File: src/rtl/round_key_store_if.sv
// Key-schedule write port and round-datapath read port of round_key_store.
// Writes are fire-and-forget strobes; a read request always gets rd_valid or rd_err on the next cycle.
interface round_key_store_if #(
    parameter int AW = 4,
    parameter int KW = 128
);
    // Key-schedule side: no backpressure, every key_w_e cycle is accepted.
    logic          key_w_e;
    logic [AW-1:0] key_w_addr;
    logic [KW-1:0] key_w_data;
    logic          key_done;
    logic [AW-1:0] rounds_total;
    logic          decrypt;

    // Read side
    logic          rd_en;
    logic [AW-1:0] rd_addr;
    logic [KW-1:0] rd_data;
    logic          rd_valid;
    logic          rd_err;

    // Status and debug
    logic          keys_ready;
    logic          busy;
    logic [1:0]    dbg_state;

    modport master (
        output key_w_e, key_w_addr, key_w_data, key_done, rounds_total, decrypt,
        output rd_en, rd_addr,
        input  rd_data, rd_valid, rd_err, keys_ready, busy, dbg_state
    );

    modport slave (
        input  key_w_e, key_w_addr, key_w_data, key_done, rounds_total, decrypt,
        input  rd_en, rd_addr,
        output rd_data, rd_valid, rd_err, keys_ready, busy, dbg_state
    );
endinterface

File: src/rtl/round_key_store.sv
// Round-key store: captures key-schedule output, serves 1-cycle reads gated by keys_ready.
// Define AES_KEY_INV_MIX_EN to add the in-place InvMixColumns pass for decryption keys.
module round_key_store #(
    parameter int DEPTH = 15
) (
    input  logic             clk,
    input  logic             reset,
    round_key_store_if.slave bus
);
    localparam int AW = 4;
    localparam int KW = 128;

    typedef enum logic [1:0] {
        S_IDLE  = 2'd0,
        S_LOAD  = 2'd1,
`ifdef AES_KEY_INV_MIX_EN
        S_XFORM = 2'd2,
`endif
        S_READY = 2'd3
    } state_t;

    state_t        state_q, state_d;
    logic [AW-1:0] rt_q, rt_d;
    logic [KW-1:0] mem [DEPTH];
    logic [KW-1:0] rd_data_q;
    logic          rd_valid_q;
    logic          rd_err_q;
    logic          keys_ready_q;
    logic          busy_q;

    logic          first_wr;
    logic          done_fire;
    logic          wr_in_range;
    logic          rd_ok;

`ifdef AES_KEY_INV_MIX_EN
    logic          dec_q, dec_d;
    logic [AW-1:0] xf_addr_q, xf_addr_d;
    logic [KW-1:0] xf_cur;
    logic [KW-1:0] xf_result;

    function automatic logic [7:0] xt(input logic [7:0] b);
        return {b[6:0], 1'b0} ^ (b[7] ? 8'h1b : 8'h00);
    endfunction

    // One InvMixColumns column: rows {0e 0b 0d 09} rotated right per output byte.
    function automatic logic [31:0] inv_mix_col(input logic [31:0] col);
        logic [7:0] a  [4];
        logic [7:0] m9 [4];
        logic [7:0] mb [4];
        logic [7:0] md [4];
        logic [7:0] me [4];
        logic [7:0] x2, x4, x8;
        for (int i = 0; i < 4; i++) begin
            a[i]  = col[31-8*i -: 8];
            x2    = xt(a[i]);
            x4    = xt(x2);
            x8    = xt(x4);
            m9[i] = x8 ^ a[i];
            mb[i] = x8 ^ x2 ^ a[i];
            md[i] = x8 ^ x4 ^ a[i];
            me[i] = x8 ^ x4 ^ x2;
        end
        return {me[0] ^ mb[1] ^ md[2] ^ m9[3],
                m9[0] ^ me[1] ^ mb[2] ^ md[3],
                md[0] ^ m9[1] ^ me[2] ^ mb[3],
                mb[0] ^ md[1] ^ m9[2] ^ me[3]};
    endfunction

    assign xf_cur = mem[xf_addr_q];

    for (genvar c = 0; c < 4; c++) begin : g_col
        assign xf_result[127-32*c -: 32] = inv_mix_col(xf_cur[127-32*c -: 32]);
    end
`else
    logic unused_decrypt;
    assign unused_decrypt = bus.decrypt;
`endif

    assign wr_in_range = int'(bus.key_w_addr) < DEPTH;

    // A same-cycle write drops READY, so the read must be refused too.
    assign rd_ok = bus.rd_en && keys_ready_q && !bus.key_w_e &&
                   (bus.rd_addr <= rt_q) && (int'(bus.rd_addr) < DEPTH);

    always_comb begin
        state_d   = state_q;
        rt_d      = rt_q;
        first_wr  = bus.key_w_e && (state_q != S_LOAD);
        done_fire = bus.key_done && (bus.key_w_e || state_q == S_LOAD);
`ifdef AES_KEY_INV_MIX_EN
        dec_d     = dec_q;
        xf_addr_d = 4'd1;
        if (state_q == S_XFORM && !bus.key_w_e) begin
            if (xf_addr_q >= rt_q - 4'd1) begin
                state_d = S_READY;
            end else begin
                xf_addr_d = xf_addr_q + 4'd1;
            end
        end
        if (first_wr) begin
            dec_d = bus.decrypt;
        end
`endif
        if (first_wr) begin
            rt_d = bus.rounds_total;
        end
        if (bus.key_w_e) begin
            state_d = S_LOAD;
        end
        // Done may ride on the final write; that write is stored first.
        if (done_fire) begin
`ifdef AES_KEY_INV_MIX_EN
            state_d = (dec_d && rt_d >= 4'd2) ? S_XFORM : S_READY;
`else
            state_d = S_READY;
`endif
        end
    end

    always_ff @(posedge clk or negedge reset) begin
        if (!reset) begin
            state_q      <= S_IDLE;
            rt_q         <= '0;
            rd_data_q    <= '0;
            rd_valid_q   <= 1'b0;
            rd_err_q     <= 1'b0;
            keys_ready_q <= 1'b0;
            busy_q       <= 1'b0;
`ifdef AES_KEY_INV_MIX_EN
            dec_q        <= 1'b0;
            xf_addr_q    <= 4'd1;
`endif
        end else begin
            state_q      <= state_d;
            rt_q         <= rt_d;
            rd_valid_q   <= rd_ok;
            rd_err_q     <= bus.rd_en && !rd_ok;
            keys_ready_q <= (state_d == S_READY);
`ifdef AES_KEY_INV_MIX_EN
            busy_q       <= (state_d == S_LOAD) || (state_d == S_XFORM);
            dec_q        <= dec_d;
            xf_addr_q    <= xf_addr_d;
`else
            busy_q       <= (state_d == S_LOAD);
`endif
            if (rd_ok) begin
                rd_data_q <= mem[bus.rd_addr];
            end
        end
    end

    // Storage is not reset; keys_ready guards every read of stale contents.
    always_ff @(posedge clk) begin
        if (bus.key_w_e) begin
            if (wr_in_range) begin
                mem[bus.key_w_addr] <= bus.key_w_data;
            end
        end
`ifdef AES_KEY_INV_MIX_EN
        else if (state_q == S_XFORM && int'(xf_addr_q) < DEPTH) begin
            mem[xf_addr_q] <= xf_result;
        end
`endif
    end

    assign bus.rd_data    = rd_data_q;
    assign bus.rd_valid   = rd_valid_q;
    assign bus.rd_err     = rd_err_q;
    assign bus.keys_ready = keys_ready_q;
    assign bus.busy       = busy_q;
    assign bus.dbg_state  = state_q;
endmodule
File: src/flat_wrapper.sv
// flat-port wrapper written by rule: the top's interface ports become plain ports
module round_key_store_flat 
#(
    parameter int DEPTH = 15
)
  (clk, reset, bus_key_w_e, bus_key_w_addr, bus_key_w_data, bus_key_done, bus_rounds_total, bus_decrypt, bus_rd_en, bus_rd_addr, bus_rd_data, bus_rd_valid, bus_rd_err, bus_keys_ready, bus_busy, bus_dbg_state);
  round_key_store_if bus_i ();
  input  logic clk;
  input  logic reset;
  input wire logic [$bits(bus_i.key_w_e)-1:0] bus_key_w_e;
  input wire logic [$bits(bus_i.key_w_addr)-1:0] bus_key_w_addr;
  input wire logic [$bits(bus_i.key_w_data)-1:0] bus_key_w_data;
  input wire logic [$bits(bus_i.key_done)-1:0] bus_key_done;
  input wire logic [$bits(bus_i.rounds_total)-1:0] bus_rounds_total;
  input wire logic [$bits(bus_i.decrypt)-1:0] bus_decrypt;
  input wire logic [$bits(bus_i.rd_en)-1:0] bus_rd_en;
  input wire logic [$bits(bus_i.rd_addr)-1:0] bus_rd_addr;
  output wire logic [$bits(bus_i.rd_data)-1:0] bus_rd_data;
  output wire logic [$bits(bus_i.rd_valid)-1:0] bus_rd_valid;
  output wire logic [$bits(bus_i.rd_err)-1:0] bus_rd_err;
  output wire logic [$bits(bus_i.keys_ready)-1:0] bus_keys_ready;
  output wire logic [$bits(bus_i.busy)-1:0] bus_busy;
  output wire logic [$bits(bus_i.dbg_state)-1:0] bus_dbg_state;
  assign bus_i.key_w_e = bus_key_w_e;
  assign bus_i.key_w_addr = bus_key_w_addr;
  assign bus_i.key_w_data = bus_key_w_data;
  assign bus_i.key_done = bus_key_done;
  assign bus_i.rounds_total = bus_rounds_total;
  assign bus_i.decrypt = bus_decrypt;
  assign bus_i.rd_en = bus_rd_en;
  assign bus_i.rd_addr = bus_rd_addr;
  assign bus_rd_data = bus_i.rd_data;
  assign bus_rd_valid = bus_i.rd_valid;
  assign bus_rd_err = bus_i.rd_err;
  assign bus_keys_ready = bus_i.keys_ready;
  assign bus_busy = bus_i.busy;
  assign bus_dbg_state = bus_i.dbg_state;
  round_key_store #(.DEPTH(DEPTH)) u_core (.clk(clk), .reset(reset), .bus(bus_i));
endmodule
File: config.mk
export PLATFORM = sky130hd
export DESIGN_NAME = round_key_store_flat
export DESIGN_NICKNAME = d
export VERILOG_FILES = /design/src/rtl/round_key_store_if.sv /design/src/rtl/round_key_store.sv /design/src/flat_wrapper.sv
export SDC_FILE = /design/constraint.sdc
export NUM_CORES = 2
export LEC_CHECK = 0
export CORE_UTILIZATION = 55
export CTS_BUF_LIST = sky130_fd_sc_hd__clkbuf_16
export DETAILED_ROUTE_END_ITERATION = 12
export GPL_ROUTABILITY_DRIVEN = 0
export PLACE_DENSITY = 0.83
export SLEW_MARGIN = 15
export SYNTH_ARGS = -nofsm -noshare
export SYNTH_HDL_FRONTEND = slang
export SYNTH_SLANG_ARGS = --single-unit
File: constraint.sdc
create_clock -name clk -period 2.6 [get_ports clk]
set_input_delay 0.78 -clock clk [delete_from_list [all_inputs] [get_ports clk]]
set_output_delay 0.78 -clock clk [all_outputs]
set_load 0.1 [all_outputs]
==> results.toml <==
[status]
outcome = "completed"

[pwr]
p_leak_nw = 34.0
ir_worst_vdd_mv = 1.03
p_per_area_nw_per_um2 = 837
power_w = 0.0796

[setup_path]
cp_max_fo = 8
worstPathArrival_ns = 3.28
worst_path_max_delay_cell = "dfrtp_1"
required_ns = 3.30
crit_chain = "inv_1, ha_1, o21ai_1, a21oi_2, nor4_4, buf_6, clkbuf_16, buf_8, mux2_1"
slowest_delay_ns = 0.37
path_delay_family = "buffers and inverters"
crit_buf_inv = 4
end_kind = "flip-flop"
critical_path_class = "reg2reg"
cp-start-kind = "flip-flop"

[clock_tree]
root_buffer = "clkbuf_16"
clockBufferDepth = 3
htree_levels = 4
clk_latency_ns = 0.83
clock-sinks = 2058
cts_made_buffers = 193
cts_tree = "built"
cts.clk_slew.worst_paths_ns = 0.06

[detailed_routing]
antenna_left = 0
viasPerCell = 6.33
wirelength_um = 203000
wl_per_cell_um = 28.5
drc = 0
drt_pre_antenna_iters = 6
num_vias = 45100
drtIter0Drc = 5621

[sta]
slew_violations = 0
clock_skew_ns = 0.0251
max_freq_mhz = 388
max_slew_margin = 0.550
finalSetupTns_ns = 0
finalCritPeriodShare = 0.991
worst_slew_pin_slew_ns = 0.672
hold_violations = 0
setup_violations = 0
finalCriticalPeriod_ns = 2.58
finalWorstSetupSlack_ns = 0.0222

[layout]
fin_area_sq_um = 95100
layout.cells.non_filler = 7117
seqCellArea_sq_um = 61100
layout-drive-gt1-share = 0.188
nets = 5200
n_fill_cell = 8566
multi_input_area_sq_um = 16900
area_growth_pct = 20.2

[place]
place_hpwl_um = 120000
placedCellCount = 6730
place_ws_ns = -0.657
port_buffers = 278
placed_area_sq_um = 88600

[logic_synthesis]
yosysUniqueCellTypes = 33
synth_area_leaders = "edfxtp_1 73%, mux2i_1 11%, dfrtp_1 4.4%"
synth_nets = 4582
ys.flop_type = "edfxtp_1"
syn_area_per_cell_sq_um = 17.9
synth_edf_count = 1920
netlist_area_sq_um = 79100
synth-seq-cells = 2058
synth.top_cell.area_share = 0.729
yosys.area.top_type = "edfxtp_1"
synth.top_cells.by_count = "1920 x edfxtp_1, 893 x mux2i_1, 257 x a21oi_1"
yosysMostFrequentCell = "edfxtp_1"
synth_cells = 4432
ys_seq_area_frac = 0.772
yosys_warnings = 0
async_reset_ff_frac = 0.0671

[grt]
grt_pass1_vias = 45400
antenna_found_initial = 33
grt_max_degree = 85
grt_pass1_wl_um = 290000
grt_overflow_total = 0
grtUsageTotal = 0.269

[floorplan]
die-area_sq_um = 145000
fp.dieW_um = 381
core_sq_um = 142000
die_h_um = 381
io_pins = 280
start_util = 0.557
fp-row-count = 138

[min_path]
hp-class = "in2async"

[flow_run]
max-cap-violations = 0
-- registers in the layout, summed over array words and instances (netlist names) --
name / cells
u_core.bus.dbg_state: 2
u_core.bus.rd_data: 128
u_core.rt_q: 4
u_core.bus.rd_err: 1
u_core.bus.busy: 1
u_core.mem: 1920
u_core.bus.keys_ready: 1
u_core.bus.rd_valid: 1
-- placed cells by master (no fill, tap or decap), types with 4 or more instances in the layout --
cell type / instances
clkinv_2: 32
nor2_4: 12
inv_1: 52
nor3_4: 4
o21ai_0: 128
o221ai_1: 127
inv_6: 8
clkinv_1: 49
mux2_2: 114
a22oi_1: 256
clkinvlp_4: 6
dfrtp_1: 137
clkinv_8: 6
bufinv_16: 16
a21oi_1: 256
buf_4: 313
nor2_1: 128
nand2_1: 130
buf_8: 4
clkbuf_16: 203
buf_12: 218
nand2b_1: 4
mux2i_1: 893
diode_2: 12
mux2_4: 16
clkdlybuf4s50_1: 139
edfxtp_1: 1920
-- area by class of cell --
cell class / instances / area share
antenna: 12 / 0.000316
clock buffer: 193 / 0.0508
clock inverter: 167 / 0.0132
inverter: 6 / 0.000237
multi-input combinational: 2098 / 0.178
sequential: 2058 / 0.642
tap: 1890 / 0.0249
timing repair buffer: 693 / 0.0901
-- path summary, 6_finish.rpt --
kind	from	to	slack [ns]	cells after the start
setup / recovery	u_core.rt_q[3]	u_core.bus.rd_data[31]	0.02	9
hold / removal	reset	u_core.bus.rd_data[52]	0.36	2
setup reg to reg	u_core.rt_q[3]	u_core.bus.rd_data[31]	0.02	9
hold reg to reg	u_core.bus.rd_data[120]	u_core.bus.rd_data[120]	0.50	1
max in group asynchronous	reset	u_core.bus.rd_data[110]	1.49	3
min in group clk	u_core.bus.rd_data[120]	u_core.bus.rd_data[120]	0.50	1
-- worst reg2reg max path: stages, from the launching register on --
cell and delay [ns]:
dfrtp_1 0.37, inv_1 0.21, ha_1 0.31, o21ai_1 0.18
a21oi_2 0.07, nor4_4 0.32, buf_6 0.20, clkbuf_16 0.23
buf_8 0.19, mux2_1 0.36
-- cell families after synthesis --
logic type | after synthesis | share of synthesized area
muxes | 1027 | 0.132
adders and majority gates | 4 | 0.000633
AOI/OAI and AO/OA | 773 | 0.0631
DFF | 2058 | 0.772
and+or+nand+nor | 294 | 0.0149
buffers and inverters | 276 | 0.0167
-- repair_timing --
item                                   4_1_cts  5_1_grt
pin swaps                                    1        3
setup endpoints to repair                  129      129
buffers inserted                             1        1
endpoints found under the hold margin        9        0
resized for setup                            4       34
hold buffers                                 1        0
gates cloned                                 0       13
-- metrics by stage --
step,util,hold slack [ns]
after floorplan,-,0.479
after global routing,0.669,0.359
final,0.669,0.364
after CTS,0.666,0.320
after detailed placement,0.623,0.497
after global placement,0.623,0.476
-- layer usage --
metal | up-vias | track usage | wire [um]
met2 | 2740 | 0.436 | 99200
met3 | 456 | 0.0606 | 20000
met4 | 34 | 0.109 | 7310
met5 | - | 0 | 215
met1 | 23000 | 0.353 | 76100
li1 | 18900 | - | -
-- power breakdown --
group          switching [W]  internal, W
sequential          0.000789       0.0378
clock                 0.0121       0.0151
combinational         0.0103      0.00357
(Power assumes the default switching activity.)
